[config.mk]
export PLATFORM = sky130hd
export DESIGN_NAME = sar_conv_ctrl
export DESIGN_NICKNAME = d
export VERILOG_FILES = /design/src/rtl/sar_pkg.sv /design/src/rtl/sar_avg_acc.sv /design/src/rtl/sar_conv_ctrl.sv
export SDC_FILE = /design/constraint.sdc
export NUM_CORES = 1
export LEC_CHECK = 0
export ABC_AREA = 0
export ABC_CLOCK_PERIOD_IN_PS = 2500
export BUFFER_PORTS_ARGS = -buffer_cell sky130_fd_sc_hd__buf_2
export CELL_PAD_IN_SITES_DETAIL_PLACEMENT = 0
export CELL_PAD_IN_SITES_GLOBAL_PLACEMENT = 1
export CORE_ASPECT_RATIO = 1.2
export CORE_MARGIN = 2
export CORE_UTILIZATION = 37
export CTS_CLUSTER_DIAMETER = 60
export DETAILED_ROUTE_END_ITERATION = 10
export HOLD_SLACK_MARGIN = 0.05
export PLACE_DENSITY_LB_ADDON = 0.1
export REMOVE_ABC_BUFFERS = 1
export SYNTH_ARGS = -nofsm -noshare
export SYNTH_HDL_FRONTEND = slang
export SYNTH_HIERARCHICAL = 1
export SYNTH_SLANG_ARGS = --single-unit
export TNS_END_PERCENT = 1
[constraint.sdc]
create_clock -name clk -period 2.5 [get_ports clk]
set_input_delay 0.75 -clock clk [delete_from_list [all_inputs] [get_ports clk]]
set_output_delay 0.75 -clock clk [all_outputs]
set_load 0.03 [all_outputs]
[src/rtl/sar_pkg.sv]
// sar_pkg: shared definitions for the SAR conversion sequencer.
//   - sar_state_e   : sequencer states
//   - N_BITS_DEF    : default SAR resolution
//   - SAMPLE_CYC_DEF: default sample/hold duration in cycles
//   - CONV_LATENCY  : start-to-result_valid latency (single conversion)
//   - cnt_w()       : counter width helper that never returns 0
package sar_pkg;

    typedef enum logic [2:0] {
        IDLE,
        SAMPLE,
        CONVERT,
        CAPTURE,
        DONE
    } sar_state_e;

    localparam int N_BITS_DEF     = 8;
    localparam int SAMPLE_CYC_DEF = 4;
    localparam int CONV_LATENCY   = SAMPLE_CYC_DEF + N_BITS_DEF + 2;

    // $clog2 of 1 is 0; keep at least one bit so degenerate sizes still build.
    function automatic int cnt_w(input int n);
        return (n > 1) ? $clog2(n) : 1;
    endfunction

endpackage

[src/rtl/sar_avg_acc.sv]
// sar_avg_acc: four-pass averaging accumulator for the SAR sequencer.
// Used only when SAR_AVG4_EN is defined.
// Ports:
//   clk, reset   - clock, synchronous active-low reset (clears sum and pass count)
//   capture      - high in a CAPTURE cycle; folds code into the running sum
//   code         - SAR code being captured
//   last         - the current capture is the 4th pass
//   avg          - (sum of previous passes + code) >> 2, valid alongside last
module sar_avg_acc #(
    parameter int N_BITS = 8
) (
    input  logic              clk,
    input  logic              reset,
    input  logic              capture,
    input  logic [N_BITS-1:0] code,
    output logic              last,
    output logic [N_BITS-1:0] avg
);

    logic [N_BITS+1:0] acc;
    logic [N_BITS+1:0] sum;
    logic [1:0]        pass;

    // Sum including the code being captured now, so the 4th pass needs no
    // extra cycle to produce the average.
    assign sum  = acc + {2'b00, code};
    assign avg  = sum[N_BITS+1:2];
    assign last = (pass == 2'd3);

    always_ff @(posedge clk) begin
        if (!reset) begin
            acc  <= '0;
            pass <= '0;
        end else if (capture) begin
            if (last) begin
                acc  <= '0;
                pass <= '0;
            end else begin
                acc  <= sum;
                pass <= pass + 2'd1;
            end
        end
    end

endmodule

[src/rtl/sar_conv_ctrl.sv]
// sar_conv_ctrl: SAR ADC conversion sequencer.
// On start: holds sample_en for SAMPLE_CYCLES, pulses sar_clr on the first
// sample cycle, strobes sar_step once per bit, captures sar_code and offers
// it on a valid/ready result port. A start that cannot be accepted sets the
// sticky overrun flag (cleared only by reset).
// Optional: define SAR_AVG4_EN to run four passes per start and report the
// truncated mean of the four captured codes.
// Ports:
//   clk, reset     - clock, synchronous active-low reset
//   start          - conversion request
//   sar_code       - code from the SAR register stage
//   sample_en      - sample/hold switch enable
//   sar_clr        - one-cycle SAR register re-init pulse
//   sar_step       - bit-trial strobe
//   busy           - sequencer not idle
//   result         - captured code
//   result_valid   - result available
//   result_ready   - consumer accepts result
//   overrun        - sticky dropped-start flag
module sar_conv_ctrl
    import sar_pkg::*;
#(
    parameter int N_BITS        = N_BITS_DEF,
    parameter int SAMPLE_CYCLES = SAMPLE_CYC_DEF
) (
    input  logic              clk,
    input  logic              reset,
    input  logic              start,
    input  logic [N_BITS-1:0] sar_code,
    output logic              sample_en,
    output logic              sar_clr,
    output logic              sar_step,
    output logic              busy,
    output logic [N_BITS-1:0] result,
    output logic              result_valid,
    input  logic              result_ready,
    output logic              overrun
);

    localparam int BW = cnt_w(N_BITS);
    localparam int SW = cnt_w(SAMPLE_CYCLES + 1);

    localparam logic [BW-1:0] BIT_MAX  = BW'(N_BITS - 1);
    localparam logic [SW-1:0] SAMP_END = SW'(SAMPLE_CYCLES);

    sar_state_e    state;
    logic [BW-1:0] bit_cnt;
    logic [SW-1:0] samp_cnt;   // counts sample cycles already spent, 1-based

`ifdef SAR_AVG4_EN
    logic              acc_last;
    logic [N_BITS-1:0] acc_avg;

    sar_avg_acc #(.N_BITS(N_BITS)) u_acc (
        .clk     (clk),
        .reset   (reset),
        .capture (state == CAPTURE),
        .code    (sar_code),
        .last    (acc_last),
        .avg     (acc_avg)
    );
`endif

    // Outputs are registered: each transition also loads the output values
    // that belong to the destination state.
    always_ff @(posedge clk) begin
        if (!reset) begin
            state        <= IDLE;
            bit_cnt      <= BIT_MAX;
            samp_cnt     <= '0;
            sample_en    <= 1'b0;
            sar_clr      <= 1'b0;
            sar_step     <= 1'b0;
            busy         <= 1'b0;
            result       <= '0;
            result_valid <= 1'b0;
            overrun      <= 1'b0;
        end else begin
            sar_clr <= 1'b0;
            case (state)
                IDLE: begin
                    if (start) begin
                        state     <= SAMPLE;
                        sample_en <= 1'b1;
                        sar_clr   <= 1'b1;
                        busy      <= 1'b1;
                        samp_cnt  <= SW'(1);
                    end
                end
                SAMPLE: begin
                    if (start) overrun <= 1'b1;
                    if (samp_cnt == SAMP_END) begin
                        state     <= CONVERT;
                        sample_en <= 1'b0;
                        sar_step  <= 1'b1;
                        bit_cnt   <= BIT_MAX;
                    end else begin
                        samp_cnt <= samp_cnt + 1'b1;
                    end
                end
                CONVERT: begin
                    if (start) overrun <= 1'b1;
                    if (bit_cnt == '0) begin
                        state    <= CAPTURE;
                        sar_step <= 1'b0;
                        bit_cnt  <= BIT_MAX;
                    end else begin
                        bit_cnt <= bit_cnt - 1'b1;
                    end
                end
                CAPTURE: begin
                    if (start) overrun <= 1'b1;
`ifdef SAR_AVG4_EN
                    if (acc_last) begin
                        result       <= acc_avg;
                        result_valid <= 1'b1;
                        state        <= DONE;
                    end else begin
                        // next averaging pass starts with a fresh sample
                        state     <= SAMPLE;
                        sample_en <= 1'b1;
                        sar_clr   <= 1'b1;
                        samp_cnt  <= SW'(1);
                    end
`else
                    result       <= sar_code;
                    result_valid <= 1'b1;
                    state        <= DONE;
`endif
                end
                DONE: begin
                    if (result_ready) begin
                        result_valid <= 1'b0;
                        if (start) begin
                            // back-to-back: skip IDLE entirely
                            state     <= SAMPLE;
                            sample_en <= 1'b1;
                            sar_clr   <= 1'b1;
                            samp_cnt  <= SW'(1);
                        end else begin
                            state <= IDLE;
                            busy  <= 1'b0;
                        end
                    end else if (start) begin
                        overrun <= 1'b1;
                    end
                end
                default: begin
                    state        <= IDLE;
                    sample_en    <= 1'b0;
                    sar_step     <= 1'b0;
                    busy         <= 1'b0;
                    result_valid <= 1'b0;
                end
            endcase
        end
    end

endmodule
# ---- Yosys cells after proc, flatten, opt, wreduce, memory -nomap -nowiden
# Index checks and enable logic that the tools add are counted.
# Widths: inputs -> output; s select.
dict set report classes {
  addsub 2
  mul 0
  div_mod_pow 0
  magnitude_cmp 0
  eq_ne 12
  shifts 0
  muxes 32
  bitwise 4
  reduce_logical 17
}
# cell n
set ops {}
lappend ops {{$mux 3} 9}
lappend ops {{$pmux 3 s5} 1}
lappend ops {{$mux 1} 14}
lappend ops {{$ne 2x2->1 const B} 7}
lappend ops {{$pmux 1 s3} 3}
lappend ops {{$pmux 3 s3} 1}
lappend ops {{$reduce_and 3->1} 3}
lappend ops {{$reduce_or 3->1} 3}
lappend ops {{$reduce_and 4->1} 2}
lappend ops {{$eq 3x2->1 const B} 2}
lappend ops {{$eq 3x3->1 const B} 2}
lappend ops {{$logic_not 3->1} 2}
lappend ops {{$pmux 3 s2} 1}
lappend ops {{$reduce_and 2->1} 3}
lappend ops {{$not 1->1} 4}
lappend ops {{$pmux 1 s2} 2}
lappend ops {{$pmux 1 s4} 1}
lappend ops {{$reduce_bool 2->1} 2}
lappend ops {{$add 3x1->3 const B} 1}
lappend ops {{$eq 3x1->1 const B} 1}
lappend ops {{$reduce_bool 3->1} 1}
lappend ops {{$sub 3x1->3 const B} 1}
lappend ops {{$reduce_or 2->1} 1}
dict set report totals {
  register_bits 23
  latchBits 0
  ramBits 0
  mem_bits_ro 0
  out_inout_bits 14
  word_cells 77
  n_memories 0
}

# ---- Logic depth before layout (Yosys ltp)
# Gate-level depths: netlist of the first run.
dict set report depth {
  word_depth 4
  ltp_mapped 6
  mapped_depth_nobuf 6
}

# ---- Worst setup path after synthesis of the first run
# No wires, ideal clock.
dict set report synth_path {
  path_kind {input to register}
  start {input result_ready}
  end {register sample_en}
  arrival_time_ps 1390
  required_ps 2381
  setup_slack_ps 991
  stages 3
  cell_sequence {or2b_1 and3_1 o221a_2}
}
dict set report synth_between {
  elab_chain_cells 2
}
# element line
set synth_rtl {}
lappend synth_rtl {{from (decl)} sar_conv_ctrl.sv:36} ;# input logic result_ready,
lappend synth_rtl {{$ne 2x2->1 (no line)} n/a}
lappend synth_rtl {{$reduce_and 3->1 (no line)} n/a}
lappend synth_rtl {{to (signal assigned)} sar_conv_ctrl.sv:71} ;# sample_en <= 1'b0;
lappend synth_rtl {{to (signal assigned)} sar_conv_ctrl.sv:84} ;# sample_en <= 1'b1;
lappend synth_rtl {{to (signal assigned)} sar_conv_ctrl.sv:94} ;# sample_en <= 1'b0;
lappend synth_rtl {{to (decl)} sar_conv_ctrl.sv:30} ;# output logic sample_en,
# Every way passes these cells.
# A chain may end at the register's enable or synchronous reset.

# ---- Worst setup path in the final report of the first run
dict set report layout_path {
  start {register state[0]}
  end {register samp_cnt[1]}
}
dict set report layout_between {
  elab_chain_cells 3
}
# element line
set layout_rtl {}
lappend layout_rtl {{from (decl)} sar_conv_ctrl.sv:46} ;# sar_state_e state;
lappend layout_rtl {{from (signal assigned)} sar_conv_ctrl.sv:68} ;# state <= IDLE;
lappend layout_rtl {{from (signal assigned)} sar_conv_ctrl.sv:83} ;# state <= SAMPLE;
lappend layout_rtl {{from (signal assigned)} sar_conv_ctrl.sv:93} ;# state <= CONVERT;
lappend layout_rtl {{$eq 3x1->1 (tied with other cells)} sar_conv_ctrl.sv:80} ;# case (state)
lappend layout_rtl {{$ne 2x2->1 (no line) or $reduce_bool 3->1 (tied branches)} n/a}
lappend layout_rtl {{$reduce_and 3->1 (no line)} n/a}
lappend layout_rtl {{to (signal assigned)} sar_conv_ctrl.sv:98} ;# samp_cnt <= samp_cnt + 1'b1;
lappend layout_rtl {{to (decl)} sar_conv_ctrl.sv:48} ;# logic [SW-1:0] samp_cnt;
# Several ways; a longest one is shown, not always the timed one.

==> results of run 1 <==
registers in the layout, indices dropped and copies added, names as in the netlist:
register and cells:
state 3, result 8, busy 1, sample_en 1, result_valid 1, bit_cnt 3
samp_cnt 3, sar_clr 1, overrun 1, sar_step 1
layout make-up:
type,instances,area (sq um),area share [%]
repair buffers,25,125,10.4
clock buffers,3,22.5,1.86
inverters,9,33.8,2.80
well taps,34,42.5,3.52
clock inverters,1,5.00,0.414
flip-flops and latches,23,460,38.1
multi-input cells,83,519,43.0
metal layers:
| layer | wire length [um] | vias up | global-route usage [%] |
|---|---|---|---|
| met3 | 85 | 5 | 2.39 |
| met5 | 0 | - | 0 |
| met1 | 993 | 436 | 18.0 |
| met2 | 1170 | 19 | 26.4 |
| met4 | 42 | 0 | 6.73 |
| li1 | - | 466 | - |
Yosys cell counts:
master | instances | area [sq um]
nor2_2 | 1 | 6.26
o32a_1 | 1 | 10.0
o21a_1 | 2 | 15.0
clkbuf_1 | 1 | 3.75
a31oi_1 | 2 | 12.5
and3_1 | 3 | 18.8
nand3_1 | 9 | 45.0
nor4_1 | 1 | 6.26
and2_1 | 3 | 18.8
nand2b_1 | 2 | 12.5
clkinv_1 | 1 | 3.75
a211oi_2 | 1 | 12.5
buf_4 | 1 | 7.51
o21ai_2 | 1 | 8.76
or2b_1 | 1 | 7.51
nand2_2 | 1 | 6.26
a21oi_1 | 15 | 75.1
nor3b_4 | 1 | 18.8
and2b_1 | 1 | 7.51
nand2_1 | 13 | 48.8
o32ai_2 | 1 | 16.3
a32oi_1 | 1 | 8.76
or4b_4 | 1 | 13.8
a211oi_1 | 1 | 7.51
o221a_2 | 1 | 11.3
o31ai_1 | 1 | 7.51
dfxtp_1 | 23 | 460
buf_2 | 1 | 5.00
o21ai_0 | 6 | 30.0
buf_6 | 2 | 22.5
buf_1 | 1 | 3.75
nor2_1 | 7 | 26.3
ha_1 | 4 | 50.1
inv_1 | 8 | 30.0
a21oi_2 | 1 | 8.76
nand4b_1 | 1 | 8.76
stage by stage:
stage	cell area (sq um)	worst slack, ns
detailed placement	1180	0.621
global placement	1180	0.670
floorplan	1010	0.991
global route	1210	0.634
CTS	1210	0.742
finish	1210	0.733
critical path: stages (launching register included):
cell and delay [ns]:
dfxtp_1 0.80, nor3b_4 0.36, nand3_1 0.12, and2_1 0.20, o32ai_2 0.20
power groups by stage:
| stage | registers [mW] | logic [mW] | clock network, mW |
|---|---|---|---|
| after floorplan | 0.404 | 0.0390 | 0 |
| after global placement | 0.397 | 0.0735 | 0 |
| after detailed placement | 0.397 | 0.0749 | 0 |
| after CTS | 0.389 | 0.0750 | 0.185 |
| after global routing | 0.391 | 0.0822 | 0.199 |
| final | 0.389 | 0.0743 | 0.178 |
logic make-up after synthesis:
group	Yosys count	share of synthesized area [%]
flops	23	43.6
simple gates	45	23.2
fa+ha+maj	4	4.74
compound gates	34	21.2
buf+inv	15	7.23
path summary, 6_finish.rpt:
kind / endpoint / slack, ns
hold / removal: result[0]$_SDFFE_PN0P_ / 0.46
setup reg to reg: samp_cnt[1]$_SDFFE_PN0P_ / 0.73
setup / recovery: samp_cnt[1]$_SDFFE_PN0P_ / 0.73
hold reg to reg: result[0]$_SDFFE_PN0P_ / 0.46
==> impl_metrics.tcl, run 1 <==
set metrics [dict create \
    outcome "complete, no violations" \
    grt_usage_pct 15.3 \
    intPower_uw 467 \
    p_sw_uw 175 \
    setup_viol_count_final 0 \
    fin_crit_ns 1.77 \
    yosys_warnings 6 \
    postRouteAntennaNets 0 \
    n_fill_cell 285 \
    htreeDepth 1 \
    grt_max_degree 21 \
    wirelength_um 2290 \
    combPwrFrac_pct 11.6 \
    ctsResizeCount 0 \
    hold_class "flip-flop to flip-flop" \
    finalHoldViolCount 0 \
    area_delta_synth_final_pct 14.5 \
    vias 926 \
    r2r_cells 4 \
    grt_pass1_wl_um 3890 \
    setup_tns_ns 0 \
    ys_seq_area_share_pct 43.6 \
    wl_per_cell_um 12.8 \
    io_buffer_count 25 \
    hpwl_um 1660 \
    startpoint_type "flip-flop" \
    seqPwrFrac_pct 60.6 \
    final_cells 178 \
    r2r-start "state[0]$_SDFFE_PN0P_" \
    yosys_register_bits 23 \
    firstDrtPassIters 4 \
    layout_common_cells "25 x buf_2, 23 x dfxtp_1, 15 x a21oi_1" \
    die_area_sq_mm 0.00330 \
    cts_buffers 3 \
    viasPerCell 5.20 \
    grt-ovfl-total 0 \
    cap_viol_max_count 0 \
    core_sq_mm 0.00276 \
    clkPwrFrac_pct 27.8 \
    worstMarginPinSlew_ns 0.706 \
    postSynthAreaPerCell_sq_um 8.73 \
    swShare_pct 27.2 \
    slew_headroom_pct 52.9 \
    syn-cell-area_sq_mm 0.00106 \
    nNetsFinal 161 \
    n_antenna_cell 0 \
    fmaxAchievable_ghz 0.566 \
    setup.worst_path.start "state[0]$_SDFFE_PN0P_" \
    holdBufCountCts 0 \
    antenna_found_initial 0 \
    p_leak_nw 0.533 \
    required_ns 2.73 \
    post_cts_buffers 0 \
    fin_crit_sh_pct 70.7 \
    synth.distinct_cells 36 \
    die_w_um 52.8 \
    layout_commonest_cell "buf_2" \
    min_from "result[0]$_SDFFE_PN0P_" \
    netlist_instances 121 \
    worstPathMaxFanout 20 \
    hold_depth 2 \
    grt_pass1_vias 876 \
    p_per_area_mw_per_mm2 531 \
    initial_utilization_pct 38.3 \
    p_total_uw 641 \
    critPathKind "flip-flop to flip-flop" \
    ir_worst_vdd_mv 0.232 \
    hold_slack_ns 0.461 \
    ioPinCount 26 \
    cts_root_buf "clkbuf_4" \
    cts_sinks 23 \
    drv_slew 0 \
    cts_tree "built" \
    drt_iter0_markers 10 \
    clock_path_buffers 2 \
    remaining_drc_errors 0 \
    layout-drive-gt1-share_pct 26.4 \
    post-route-util_pct 43.8 \
    gp_congestion 0.720 \
    arrival_ns 2.00 \
    fin_skew_ns 0.000914 \
    placed_cells_incl_taps 174 \
    end_kind "flip-flop" \
    die_h_um 62.5 \
    clkTransAtPathRegs_ns 0.13 \
    row_count 21 \
    clk_latency_ns 0.31 \
    rsz0062_at_grt "false" \
]
Note: power is estimated with default switching activity, not from simulation.
==> run 2, diff against run 1 <==
ABC_CLOCK_PERIOD_IN_PS = 1700   (was 2500)
clock period = 1.7 ns   (was 2.5 ns; I/O delays follow)
==> run 2 against run 1 <==
Wire length is 0.57% lower. Setup slack worse by 0.50 ns. First-iteration DRC count is 130% higher. Utilization is 0.82 points higher. Sequential power is 46% higher. Global-route usage is 1.0 points lower. Fmax is 20% higher. Combinational power is 62% higher. Critical path depth stayed put. Power is 46% higher. Design area is 1.9% higher. Largest power group unchanged.
==> impl_metrics.tcl, run 2 (synthesis results as in run 1) <==
set metrics [dict create \
    outcome "complete, no violations" \
    worstMarginPinSlew_ns 0.441 \
    clkPwrFrac_pct 26.9 \
    fin_skew_ns 0.0101 \
    rsz0062_at_grt "false" \
    cts_sinks 23 \
    hpwl_um 1720 \
    clkTransAtPathRegs_ns 0.13 \
    critPathKind "flip-flop to flip-flop" \
    layout_common_cells "25 x buf_2, 23 x dfxtp_1, 15 x a21oi_1" \
    seqPwrFrac_pct 60.3 \
    largest_register_ffs 8 \
    grt_pass1_wl_um 3550 \
    ir_worst_vdd_mv 0.247 \
    layout_commonest_cell "buf_2" \
    use_met3_pct 2.15 \
    drv_slew 0 \
    p_sw_uw 249 \
    largest-register "result" \
    fmaxAchievable_ghz 0.680 \
    globalRouteMet2Util_pct 25.8 \
    grt_usage_pct 14.3 \
    setup_viol_count_final 0 \
    n_fill_cell 304 \
    max_stage_delay_ns 0.57 \
    combPwrFrac_pct 12.7 \
    initial_utilization_pct 38.3 \
    clk_latency_ns 0.31 \
    p_per_area_mw_per_mm2 763 \
    gp_congestion 0.690 \
    end_kind "flip-flop" \
    drt_iter0_markers 23 \
    die_w_um 52.8 \
    cts_buffers 3 \
    vias 935 \
    post_cts_buffers 0 \
    remaining_drc_errors 0 \
    holdBufCountCts 0 \
    ctsResizeCount 0 \
    wl_per_cell_um 12.6 \
    cts_tree "built" \
    io_buffer_count 25 \
    clock_path_buffers 2 \
    finalHoldViolCount 0 \
    core_sq_mm 0.00276 \
    nNetsFinal 164 \
    viasPerCell 5.17 \
    startpoint_type "flip-flop" \
    critical-path-top-delay-family "simple AND/OR/NAND/NOR gates" \
    path_cells "nor3b_4, nand3_1, and2_1, o32ai_2" \
    cap_viol_max_count 0 \
    path_buf_inv 0 \
    grt-ovfl-total 0 \
    die_h_um 62.5 \
    swShare_pct 26.5 \
    htreeDepth 1 \
    p_leak_nw 0.548 \
    ioPinCount 26 \
    wirelength_um 2270 \
    final_cells 181 \
    arrival_ns 1.70 \
    grt_busiest_layer "met2" \
    grt_use_met1_pct 16.0 \
    setup_tns_ns 0 \
    grt_max_degree 14 \
    fin_crit_ns 1.47 \
    hold_class "primary input to flip-flop" \
    die_area_sq_mm 0.00330 \
    slew_headroom_pct 70.6 \
    row_count 21 \
    n_antenna_cell 0 \
    layout-drive-gt1-share_pct 27.9 \
    cts_root_buf "clkbuf_4" \
    required_ns 1.93 \
    worstPathMaxFanout 12 \
    placed_cells_incl_taps 177 \
    firstDrtPassIters 4 \
    area_delta_synth_final_pct 16.6 \
    grt_pass1_vias 834 \
    fin_crit_sh_pct 86.5 \
    intPower_uw 690 \
    postRouteAntennaNets 0 \
    antenna_found_initial 0 \
    slowest_stage "dfxtp_1" \
]
-- run 2: cell count changes in the layout (fill, tap and decap cells not counted), sizes merged --
cell / change
buf: +3
-- run 2: per-layer routing --
| layer | share of wire, % | vias up | routed length, um |
|---|---|---|---|
| met5 | 0 | - | 0 |
| met4 | 1.1 | 0 | 25 |
| met3 | 3.9 | 4 | 89 |
| met1 | 44 | 437 | 992 |
| met2 | 51 | 19 | 1170 |
| li1 | - | 475 | - |
-- run 2: path summary, 6_finish.rpt --
kind,slack [ns],depth (start not counted),to,start
setup reg to reg,0.23,4,samp_cnt[1]$_SDFFE_PN0P_,state[0]$_SDFFE_PN0P_
hold / removal,0.44,3,result[2]$_SDFFE_PN0P_,sar_code[2]
hold reg to reg,0.46,2,result[4]$_SDFFE_PN0P_,result[4]$_SDFFE_PN0P_
setup / recovery,0.23,4,samp_cnt[1]$_SDFFE_PN0P_,state[0]$_SDFFE_PN0P_
-- run 2: power groups by stage --
| stage | Clock, mW | Combinational [mW] | Sequential, mW |
|---|---|---|---|
| 2_1_floorplan | 0 | 0.0574 | 0.594 |
| 3_3_place_gp | 0 | 0.119 | 0.578 |
| 3_5_place_dp | 0 | 0.120 | 0.578 |
| 4_1_cts | 0.264 | 0.121 | 0.566 |
| 5_1_grt | 0.290 | 0.130 | 0.568 |
| 6_report | 0.253 | 0.120 | 0.566 |
-- run 2: area by class of cell --
type                    count  area (sq um)  share of cell area (%)
well taps                  34          42.5                    3.46
flip-flops and latches     23           460                    37.4
clock buffers               3          22.5                    1.83
inverters                   9          33.8                    2.74
repair buffers             28           148                    12.0
clock inverters             1          5.00                   0.407
multi-input cells          83           519                    42.2
-- run 2: tightest hold or removal path, stage by stage --
cell and delay, ns:
buf_2 0.09, nand3_1 0.05, a21oi_1 0.05
-- run 2: metrics by stage --
step / worst slack (ns) / total power, mW / cell area [sq um] / util, % / hold WS, ns
2_1_floorplan: 0.272 / 0.651 / 1010 / - / 0.483
3_3_place_gp: 0.279 / 0.696 / 1200 / 43.6 / 0.439
3_5_place_dp: 0.271 / 0.699 / 1200 / 43.6 / 0.446
4_1_cts: 0.236 / 0.951 / 1230 / 44.6 / 0.429
5_1_grt: 0.145 / 0.988 / 1230 / 44.6 / 0.427
6_report: 0.229 / 0.939 / 1230 / 44.6 / 0.439
==> run 3, diff against run 2 <==
BUFFER_PORTS_ARGS = -buffer_cell sky130_fd_sc_hd__clkbuf_2   (was -buffer_cell sky130_fd_sc_hd__buf_2)
==> run 3 against run 2 <==
Non-clock buffer count up 1. Critical path depth is 1 lower. Setup slack improved by 0.018 ns. Utilization rose by 0.23 points. Combinational power hardly changed. Clock power about the same. Largest cell class unchanged. Highest routed layer unchanged.
==> impl_metrics.tcl, run 3 (synthesis results as in run 1) <==
set metrics [dict create \
    rsz0062_at_grt "false" \
    io_buffer_count 25 \
    nNetsFinal 165 \
    ir_worst_vdd_mv 0.403 \
    viasPerCell 5.07 \
    n_antenna_cell 0 \
    area_delta_synth_final_pct 17.2 \
    arrival_ns 1.67 \
    grt_usage_pct 15.3 \
    clkTransAtPathRegs_ns 0.12 \
    vias 922 \
    grt-ovfl-total 0 \
    clock_path_buffers 2 \
    wirelength_um 2260 \
    setup_viol_count_final 0 \
    die_h_um 62.5 \
    cts_sinks 23 \
    htreeDepth 1 \
    largest_register_ffs 8 \
    core_sq_mm 0.00276 \
    ctsResizeCount 0 \
    firstDrtPassIters 3 \
    remaining_drc_errors 0 \
    critPathKind "flip-flop to flip-flop" \
    layout_common_cells "25 x clkbuf_2, 23 x dfxtp_1, 15 x a21oi_1" \
    setup_slack_ns 0.247 \
    min_from "sar_code[7]" \
    antenna_found_initial 0 \
    fin_crit_ns 1.45 \
    r2r_cells 3 \
    n_fill_cell 288 \
    hold_path_end "result[7]$_SDFFE_PN0P_" \
    required_ns 1.92 \
    layout_commonest_cell "clkbuf_2" \
    p_per_area_mw_per_mm2 757 \
    fin_skew_ns 0.000818 \
    grt_max_degree 13 \
    finalHoldViolCount 0 \
    grt_pass1_vias 842 \
    setup.worst_path.start "state[2]$_SDFFE_PN0P_" \
    row_count 21 \
    cts_root_buf "clkbuf_4" \
    r2r_slack_ns 0.25 \
    wl_per_cell_um 12.4 \
    fin_crit_sh_pct 85.5 \
    hold_class "primary input to flip-flop" \
    drt_iter0_markers 19 \
    end_kind "flip-flop" \
    cts_tree "built" \
    post_cts_buffers 0 \
    die_w_um 52.8 \
    cap_viol_max_count 0 \
    initial_utilization_pct 38.3 \
    post-route-util_pct 44.9 \
    die_area_sq_mm 0.00330 \
    worstPathMaxFanout 12 \
    worstMarginPinSlew_ns 0.447 \
    cts_buffers 3 \
    hold_depth 3 \
    fmaxAchievable_ghz 0.688 \
    startpoint_type "flip-flop" \
    holdBufCountCts 0 \
    slew_headroom_pct 70.2 \
    p_total_uw 937 \
    ioPinCount 26 \
    hpwl_um 1760 \
    setup_tns_ns 0 \
    largest-register "result" \
    grt_pass1_wl_um 3690 \
    layout-drive-gt1-share_pct 27.7 \
    p_leak_nw 0.541 \
    drv_slew 0 \
    postRouteAntennaNets 0 \
    outcome "complete, no violations" \
    r2r-end "sample_en$_SDFFE_PN0P_" \
    r2r-start "state[2]$_SDFFE_PN0P_" \
    preCtsSetupSlack_ns 0.274 \
    gp_congestion 0.684 \
    clk_latency_ns 0.31 \
]
==> run 3: changes by cell type in the layout (fill, tap and decap cells not counted) <==
cell      delta
clkbuf_1     +1
clkinv_2     -1
clkbuf_2    +25
buf_2       -25
buf_4        +1
==> run 3: metrics by stage <==
stage	hold slack, ns	area, sq um	std cells
after floorplan	0.483	1010	115
after global placement	0.441	1210	178
after detailed placement	0.446	1210	178
after CTS	0.411	1240	182
after global routing	0.403	1240	182
final	0.418	1240	182
==> run 3: power by group <==
| group | leakage (nW) | switching, mW | total, mW | internal (mW) |
|---|---|---|---|---|
| clock network | 0.0150 | 0.159 | 0.251 | 0.0917 |
| registers | 0.187 | 0.0137 | 0.566 | 0.552 |
| logic | 0.339 | 0.0696 | 0.120 | 0.0505 |
==> run 3: how the worst max path moves through the flow <==
stage,end,cells past startpoint
floorplan,samp_cnt[0]$_SDFFE_PN0P_,4
CTS,sample_en$_SDFFE_PN0P_,3
finish,sample_en$_SDFFE_PN0P_,3
global route,samp_cnt[1]$_SDFFE_PN0P_,4
detailed placement,sample_en$_SDFFE_PN0P_,4
global placement,samp_cnt[1]$_SDFFE_PN0P_,5
==> run 3: worst max-delay path, stage by stage, from the launching register on <==
cell	delay, ns
dfxtp_1	0.62
or2b_1	0.29
and3_1	0.19
o221a_2	0.26
==> run 3: cell type report <==
class	count	area [sq um]	share of cell area [%]
flip-flops and latches	23	460	37.2
inverters	9	33.8	2.73
well taps	34	42.5	3.44
clock buffers	4	26.3	2.12
multi-input cells	83	519	42.0
repair buffers	29	155	12.5
==> run 3: layer usage <==
metal / GRT usage, % / vias up / routed length [um] / part of all wire, %
li1: - / 473 / - / -
met1: 15.8 / 425 / 934 / 41
met2: 28.0 / 19 / 1200 / 53
met3: 2.87 / 5 / 76 / 3.4
met4: 7.69 / 0 / 44 / 2.0
met5: 0 / - / 0 / 0
